$ cat config.mk
export PLATFORM = sky130hd
export DESIGN_NAME = tick_scheduler
export DESIGN_NICKNAME = d
export VERILOG_FILES = /design/src/rtl/tick_scheduler.sv
export SDC_FILE = /design/constraint.sdc
export NUM_CORES = 1
export LEC_CHECK = 0
export CAP_MARGIN = 20
export CORE_UTILIZATION = 60
export CTS_BUF_LIST = sky130_fd_sc_hd__clkbuf_4 sky130_fd_sc_hd__clkbuf_8
export CTS_CLUSTER_DIAMETER = 150
export DETAILED_ROUTE_END_ITERATION = 8
export PLACE_DENSITY_LB_ADDON = 0.05
export REMOVE_ABC_BUFFERS = 1
export SLEW_MARGIN = 20
export SYNTH_ARGS = -nofsm -noshare
export SYNTH_HDL_FRONTEND = slang
export SYNTH_HIERARCHICAL = 1
export SYNTH_SLANG_ARGS = --single-unit
$ cat constraint.sdc
create_clock -name clk -period 4.3 [get_ports clk]
set_input_delay 1.075 -clock clk [delete_from_list [all_inputs] [get_ports clk]]
set_output_delay 1.075 -clock clk [all_outputs]
set_load 0.02 [all_outputs]
$ cat src/rtl/tick_scheduler.sv
// tick_scheduler: a free-running base-tick prescaler feeding four independent
// channels. Each channel counts base ticks down from its stored period and
// emits a one-clk clock-enable pulse when the count expires. In periodic mode
// the channel reloads and keeps running; in one-shot mode it returns to IDLE.

// One scheduler channel: period/mode storage, IDLE/RUN FSM and tick down-counter.
module tick_sched_ch #(
  parameter int W = 8
) (
  input  logic         clk,
  input  logic         rst,
  input  logic         tick,
  input  logic         wr,
  input  logic [W-1:0] wr_period,
  input  logic         wr_oneshot,
  input  logic         start,
  input  logic         stop,
  output logic         ce,
  output logic         busy
);

  typedef enum logic {IDLE = 1'b0, RUN = 1'b1} state_e;

  state_e       state_q, state_d;
  logic [W-1:0] cnt_q, cnt_d;
  logic [W-1:0] period_q, period_d;
  logic         oneshot_q, oneshot_d;
  logic         ce_q, ce_d;
  logic         busy_q, busy_d;

  // Values a start in this cycle must use: a same-cycle write to this channel
  // overrides the stored settings.
  logic [W-1:0] st_period;
  logic         st_oneshot;

  // Next-state logic: stop beats start, start beats counting, and a tick that
  // coincides with start is swallowed by the load so it is never counted.
  always_comb begin
    st_period  = wr ? wr_period  : period_q;
    st_oneshot = wr ? wr_oneshot : oneshot_q;
    period_d   = st_period;
    oneshot_d  = st_oneshot;
    state_d    = state_q;
    cnt_d      = cnt_q;
    ce_d       = 1'b0;
    if (stop) begin
      state_d = IDLE;
    end else if (start) begin
      // A zero period leaves the channel exactly as it was.
      if (st_period != '0) begin
        cnt_d   = st_period;
        state_d = RUN;
      end
    end else if (state_q == RUN && tick) begin
      if (cnt_q > W'(1)) begin
        cnt_d = cnt_q - W'(1);
      end else if (cnt_q == W'(1)) begin
        ce_d = 1'b1;
        // Reload uses the settings stored before this edge; a period that was
        // rewritten to 0 cannot be counted, so it ends the run instead.
        if (oneshot_q || period_q == '0) begin
          state_d = IDLE;
        end else begin
          cnt_d = period_q;
        end
      end else begin
        state_d = IDLE;
      end
    end
    busy_d = (state_d == RUN);
  end

  // Channel state register; async reset forces busy/ce low immediately.
  always_ff @(posedge clk or posedge rst) begin
    if (rst) begin
      state_q   <= IDLE;
      cnt_q     <= '0;
      period_q  <= '0;
      oneshot_q <= 1'b0;
      ce_q      <= 1'b0;
      busy_q    <= 1'b0;
    end else begin
      state_q   <= state_d;
      cnt_q     <= cnt_d;
      period_q  <= period_d;
      oneshot_q <= oneshot_d;
      ce_q      <= ce_d;
      busy_q    <= busy_d;
    end
  end

  assign ce   = ce_q;
  assign busy = busy_q;

endmodule

// Top level: shared prescaler plus an array of four channel instances.
module tick_scheduler #(
  parameter int PRESCALE = 10,
  parameter int W        = 8
) (
  input  logic         clk,
  input  logic         rst,
  input  logic         cfg_we,
  input  logic [1:0]   cfg_ch,
  input  logic [W-1:0] cfg_period,
  input  logic         cfg_oneshot,
  input  logic [3:0]   start,
  input  logic [3:0]   stop,
  output logic         tick,
  output logic [3:0]   ce,
  output logic [3:0]   busy
);

  localparam int NUM_CH = 4;
  localparam int PW     = (PRESCALE > 1) ? $clog2(PRESCALE) : 1;
  localparam logic [PW-1:0] PRE_LAST = PW'(PRESCALE - 1);

  logic [PW-1:0] pre_q, pre_d;
  logic          pre_wrap;

  // Prescaler wraps after PRESCALE-1; channel strobes never touch it.
  always_comb begin
    pre_wrap = (pre_q == PRE_LAST);
    pre_d    = pre_wrap ? '0 : pre_q + PW'(1);
  end

  // Prescaler register.
  always_ff @(posedge clk or posedge rst) begin
    if (rst) pre_q <= '0;
    else     pre_q <= pre_d;
  end

  // Gated by rst so that PRESCALE=1 still shows tick=0 during reset.
  assign tick = pre_wrap & ~rst;

  for (genvar g = 0; g < NUM_CH; g++) begin : g_ch
    tick_sched_ch #(.W(W)) u_ch (
      .clk        (clk),
      .rst        (rst),
      .tick       (tick),
      .wr         (cfg_we && (cfg_ch == 2'(g))),
      .wr_period  (cfg_period),
      .wr_oneshot (cfg_oneshot),
      .start      (start[g]),
      .stop       (stop[g]),
      .ce         (ce[g]),
      .busy       (busy[g])
    );
  end

endmodule

==> impl_metrics.ini, run 1 <==
[setup_path]
start_kind = input port
r2r_slack_ns = 1.38
crit_family = buffers and inverters
crit_path_end_kind = primary output
cp_num_buf_inv = 2
slowest_stage = clkdlybuf4s50_1
cpPeakStageDelay_ns = 0.67
critPathArrivalTime_ns = 2.55
worstPathCellList = clkdlybuf4s50_1, nor4_2, clkdlybuf4s50_1
cp_max_fo = 6
crit_type = input port to primary output
crit_top_cell = clkdlybuf4s50_1
crit_required_ns = 3.22

[clock_tree]
cts_root_buf = clkbuf_8
cts.path.max_buffers = 2
clk_pin_slew_ns = 0.09
ctsHoldBuffers = 0
postCtsResizedCells = 0
cts_tree = yes
cts_buffers = 9
htree_num_levels = 3
clkLatencyLatePin_ns = 0.35
postCtsSetupBuffers = 0
cts.sinks = 80

[pwr]
combinationalPowerShare = 0.383
pwr-share-seq = 0.435
clkPwrFrac = 0.183
p_per_area_nw_per_um2 = 517
power_mw = 2.82
p_sw_frac = 0.391
peakVddDrop_mv = 0.300
cellLeakagePower_nw = 2.27
intPower_mw = 1.72
power.switching_mw = 1.10

[floorplan]
dieArea_um2 = 8460
fp.coreArea_um2 = 7770
pin_count = 31
rows = 32
initial_utilization = 0.625
die_y_um = 92.0
fp.dieW_um = 92.0

[yosys]
synth-async-reset-ratio = 1.00
ys_seq_elements = 80
yosysSeqAreaShare = 0.412
synth.most_common_cell = dfrtp_1
synth_warnings = 6
synth-edff-count = 0
synth_common_cells = dfrtp_1 (80), mux2_2 (60), nand2_1 (44)
syn-cell-area_um2 = 4860
ys.flop_type = dfrtp_1
synth_cell_types = 42
synth_top_area_frac = 0.412
synthCells = 474
post-synth-top-area-cell = dfrtp_1
synth.area.top_cells = dfrtp_1 (41%), mux2_2 (14%), mux2i_1 (4.3%)
syn_avg_cell_area_um2 = 10.2

[grt]
grt_use_total = 0.286
antenna_found_initial = 0
grt_pass1_wl_um = 18800
grt_pass1_vias = 3885
grt_max_degree = 22
gr-total-overflow = 0

[placement]
hpwlAfterDp_um = 8020
placed_cells = 596
gp_congestion = 0.840
portBuffers = 30

[flow_run]
maxCapViolations = 0

[finish]
num_antenna_cells = 0
n_fill_cell = 617
multiInputGateArea_um2 = 2700
register_area_um2 = 2000
area_delta_synth_final_pct = 12.2
drive_gt1_frac = 0.190
final_nets = 535
fin_cells = 612

[detailed_routing]
first_iter_violations = 166
routed_wl_um = 11300
drt-wirelength-per-cell_um = 18.4
drcViolationCount = 0
ant_nets = 0
firstDrtPassIters = 4
via_count = 3896
viasPerCell = 6.37

[status]
status = complete, no violations

[sta]
setup_viol = 0
finalCritPeriodShare = 0.842
drv_slew = 0
relSlewSlack = 0.470
finClkSkew_ns = 0.00984
fmaxAchievable_mhz = 276
tightest_slew_ns = 0.794
hold_viol = 0
rsz0062_at_grt = no
final.min_clock_period_ns = 3.62

[hold_path]
hold_class = register to register
-- kinds of logic after synthesis --
group,count (synthesis),share of synthesized area
and+or+nand+nor,171,0.199
AOI/OAI and AO/OA,82,0.129
muxes,81,0.182
DFF,80,0.412
buffers and inverters,39,0.0343
xor gates and xnor gates,13,0.0234
adders and majority gates,8,0.0206
-- area by class of cell --
cell class,instances,area share
clock inverters,7,0.0101
well taps,102,0.0234
inverters,19,0.0131
multi-input cells,355,0.494
flip-flops and latches,80,0.367
clock buffers,9,0.0227
repair buffers,40,0.0689
-- sequential cells by signal (all words and copies together), names as in the netlist --
signal and count:
g_ch.u_ch/cnt_q 32, g_ch.u_ch/period_q 32, g_ch.u_ch/busy 4, g_ch.u_ch/ce 4
g_ch.u_ch/oneshot_q 4, pre_q 4
-- placed cells by master (no fill, tap or decap), types with 5 or more instances in the layout --
cell	n
o31ai_1	8
mux2i_1	21
or3_1	16
buf_4	10
nor4_1	28
a211oi_1	8
o21ai_0	25
nand2_1	44
nor3b_1	5
ha_1	8
mux2_2	60
nand3b_1	9
a21oi_1	12
clkbuf_8	9
inv_1	18
nor3_1	16
xnor2_1	5
clkdlybuf4s50_1	30
dfrtp_1	80
xor2_1	8
nor2_1	13
-- worst paths after layout --
check | start | to | cells past startpoint
setup / recovery | rst | tick | 3
max in group asynchronous | rst | g_ch[2].u_ch/period_q[6]$_DFF_PP0_ | 2
setup reg to reg | pre_q[2]$_DFF_PP0_ | g_ch[3].u_ch/cnt_q[7]$_DFFE_PP0P_ | 9
hold / removal | pre_q[2]$_DFF_PP0_ | pre_q[2]$_DFF_PP0_ | 1
hold reg to reg | pre_q[2]$_DFF_PP0_ | pre_q[2]$_DFF_PP0_ | 1
min in group asynchronous | rst | pre_q[0]$_DFF_PP0_ | 2
-- metal layers --
layer / track usage / up-vias / share of wire
met2: 0.486 / 96 / 0.49
met3: 0.0381 / 17 / 0.051
met5: 0 / - / 0
li1: - / 1848 / -
met4: 0.0885 / 0 / 0.014
met1: 0.379 / 1935 / 0.44
-- metrics by stage --
| step | instance area, um2 | util | hold WS, ns | setup WS, ns | TNS (ns) |
|---|---|---|---|---|---|
| 2_1_floorplan | 4760 | - | 0.478 | -0.754 | -22.66 |
| 3_3_place_gp | 5270 | 0.679 | 0.501 | 0.579 | 0 |
| 3_5_place_dp | 5270 | 0.679 | 0.528 | 0.406 | 0 |
| 4_1_cts | 5450 | 0.702 | 0.544 | 0.649 | 0 |
| 5_1_grt | 5450 | 0.702 | 0.564 | 0.544 | 0 |
| 6_report | 5450 | 0.702 | 0.546 | 0.679 | 0 |
-- power by group through the flow --
stage	clock network (mW)	logic, mW	registers [mW]
after global placement	0	1.03	1.22
after detailed placement	0	1.07	1.23
after CTS	0.525	1.08	1.22
after global routing	0.561	1.19	1.27
after floorplan	0	0.840	1.16
final	0.514	1.08	1.22
Power figures use the tool's default switching activity.
==> run 2: changes to the inputs <==
--- a/config.mk
+++ b/config.mk
@@ -6,7 +6,7 @@
 export NUM_CORES = 1
 export LEC_CHECK = 0
 export CAP_MARGIN = 20
-export CORE_UTILIZATION = 60
+export CORE_UTILIZATION = 56
 export CTS_BUF_LIST = sky130_fd_sc_hd__clkbuf_4 sky130_fd_sc_hd__clkbuf_8
 export CTS_CLUSTER_DIAMETER = 150
 export DETAILED_ROUTE_END_ITERATION = 8
==> constraint.sdc (replaced) <==
create_clock -name clk -period 3.3 [get_ports clk]
set_input_delay 0.825 -clock clk [delete_from_list [all_inputs] [get_ports clk]]
set_output_delay 0.825 -clock clk [all_outputs]
set_load 0.02 [all_outputs]
==> impl_metrics.ini, run 2 (synthesis results as in run 1) <==
[grt]
grt_max_degree = 20
grt_use_total = 0.267
antenna_found_initial = 0
gr-total-overflow = 0
grt_pass1_vias = 3857
grt_pass1_wl_um = 18500

[finish]
final_common_cell = dfrtp_1
finalInstanceArea_um2 = 5630
drive_gt1_frac = 0.210
reg_top3 = g_ch.u_ch/cnt_q x32, g_ch.u_ch/period_q x32
area_delta_synth_final_pct = 15.9
register_area_um2 = 2000
fin_util = 0.678
final_nets = 548
multiInputGateArea_um2 = 2700
mostFrequentLayoutCells = dfrtp_1 (80), mux2_2 (60), nand2_1 (44)
fin_cells = 628
num_antenna_cells = 0
n_fill_cell = 667

[hold_path]
holdPathEnd = pre_q[2]$_DFF_PP0_
hold_start = pre_q[2]$_DFF_PP0_
min_path_cells = 1
hold_class = register to register

[clock_tree]
ctsHoldBuffers = 0
cts_tree = yes
cts.sinks = 80
clkLatencyLatePin_ns = 0.36
postCtsSetupBuffers = 0
cts_buffers = 9
postCtsResizedCells = 0
clk_pin_slew_ns = 0.10
cts_root_buf = clkbuf_8
htree_num_levels = 3
cts.path.max_buffers = 2

[pwr]
cellLeakagePower_nw = 2.38
combinationalPowerShare = 0.360
power.switching_mw = 1.42
power_mw = 3.91
p_per_area_nw_per_um2 = 695
intPower_mw = 2.49
pwr-share-seq = 0.407
p_sw_frac = 0.362
clkPwrFrac = 0.233
peakVddDrop_mv = 0.380

[detailed_routing]
drt-wirelength-per-cell_um = 17.8
ant_nets = 0
drcViolationCount = 0
viasPerCell = 6.25
routed_wl_um = 11200
firstDrtPassIters = 4
via_count = 3928
first_iter_violations = 150

[setup_path]
r2r_slack_ns = 0.53
reg2reg_to = g_ch[0].u_ch/cnt_q[5]$_DFFE_PP0P_
crit_path_end_kind = register
critPathArrivalTime_ns = 3.18
cp_num_buf_inv = 4
cpPeakStageDelay_ns = 0.43
crit_required_ns = 3.54
cp_max_fo = 7
slowest_stage = clkdlybuf4s50_1
start_kind = input port
r2r_cells = 6
crit_family = buffers and inverters
worstPathCellList = clkdlybuf4s50_1, nor4_2, buf_4, nand2_1, a2111oi_0, buf_4, a311oi_4, nor2_2, buf_4, mux2_2
reg2reg_from = g_ch[0].u_ch/cnt_q[3]$_DFFE_PP0P_
crit_type = input port to register
crit_top_cell = buf_4

[floorplan]
pin_count = 31
fp.dieW_um = 95.1
dieArea_um2 = 9050
initial_utilization = 0.585
fp.coreArea_um2 = 8300
die_y_um = 95.1
rows = 33

[placement]
placed_cell_area_um2 = 5370
place_ws_ns = 0.0550
portBuffers = 30
hpwlAfterDp_um = 8110
gp_congestion = 0.866
placed_cells = 612

[sta]
fin_ws_ns = 0.366
relSlewSlack = 0.487
hold_ws_ns = 0.550
setup_viol = 0
finClkSkew_ns = 0.0176
fmaxAchievable_mhz = 341
tightest_slew_ns = 0.769
finalCritPeriodShare = 0.889
rsz0062_at_grt = no
fin_tns_setup_ns = 0
final.min_clock_period_ns = 2.93
drv_slew = 0
hold_viol = 0

[status]
status = complete, no violations

[flow_run]
maxCapViolations = 0
[run 2: worst reg2reg max path: cells and delay by family, from the launching register on]
kind	cells	cell delay, ns
simple gates	3	1.31
flops	1	0.45
mux	1	0.27
compound gates	1	0.44
buf+inv	1	0.17
[run 2: area by class of cell]
class                           instances  area share
Sequential cell                        80       0.356
Clock inverter                          6      0.0205
Timing Repair Buffer                   53      0.0845
Inverter                               19      0.0127
Clock buffer                           10      0.0245
Tap cell                              105      0.0233
Multi-Input combinational cell        355       0.479
[run 2: metal layers]
layer	global-route usage	up-vias	share of wire
met5	0	-	0
met1	0.345	1954	0.44
met4	0.102	0	0.017
met3	0.0423	18	0.046
li1	-	1867	-
met2	0.449	89	0.49
[run 2: worst max-delay path by stage]
| stage | startpoint | to | slack [ns] | depth (start not counted) |
|---|---|---|---|---|
| finish | rst | g_ch[0].u_ch/cnt_q[5]$_DFFE_PP0P_ | 0.37 | 10 |
| floorplan | rst | g_ch[0].u_ch/cnt_q[2]$_DFFE_PP0P_ | -1.50 | 6 |
| CTS | rst | tick | 0.06 | 4 |
| global placement | rst | g_ch[1].u_ch/cnt_q[3]$_DFFE_PP0P_ | 0.06 | 10 |
| detailed placement | rst | g_ch[1].u_ch/cnt_q[3]$_DFFE_PP0P_ | 0.05 | 10 |
| global route | rst | g_ch[0].u_ch/cnt_q[2]$_DFFE_PP0P_ | 0.19 | 10 |
[run 2: power by group through the flow]
stage	combinational (mW)	clock (mW)	sequential [mW]
global route	1.57	0.970	1.64
detailed placement	1.40	0	1.61
global placement	1.36	0	1.59
finish	1.41	0.910	1.59
floorplan	1.10	0	1.51
CTS	1.41	0.926	1.59
==> run 3: changes to the inputs <==
--- a/config.mk
+++ b/config.mk
@@ -5,7 +5,7 @@
 export SDC_FILE = /design/constraint.sdc
 export NUM_CORES = 1
 export LEC_CHECK = 0
-export CAP_MARGIN = 20
+export CAP_MARGIN = 10
 export CORE_UTILIZATION = 56
 export CTS_BUF_LIST = sky130_fd_sc_hd__clkbuf_4 sky130_fd_sc_hd__clkbuf_8
 export CTS_CLUSTER_DIAMETER = 150
==> results of run 3 <==
Same layout as run 2: the final DEF is identical, and so are final timing and power.
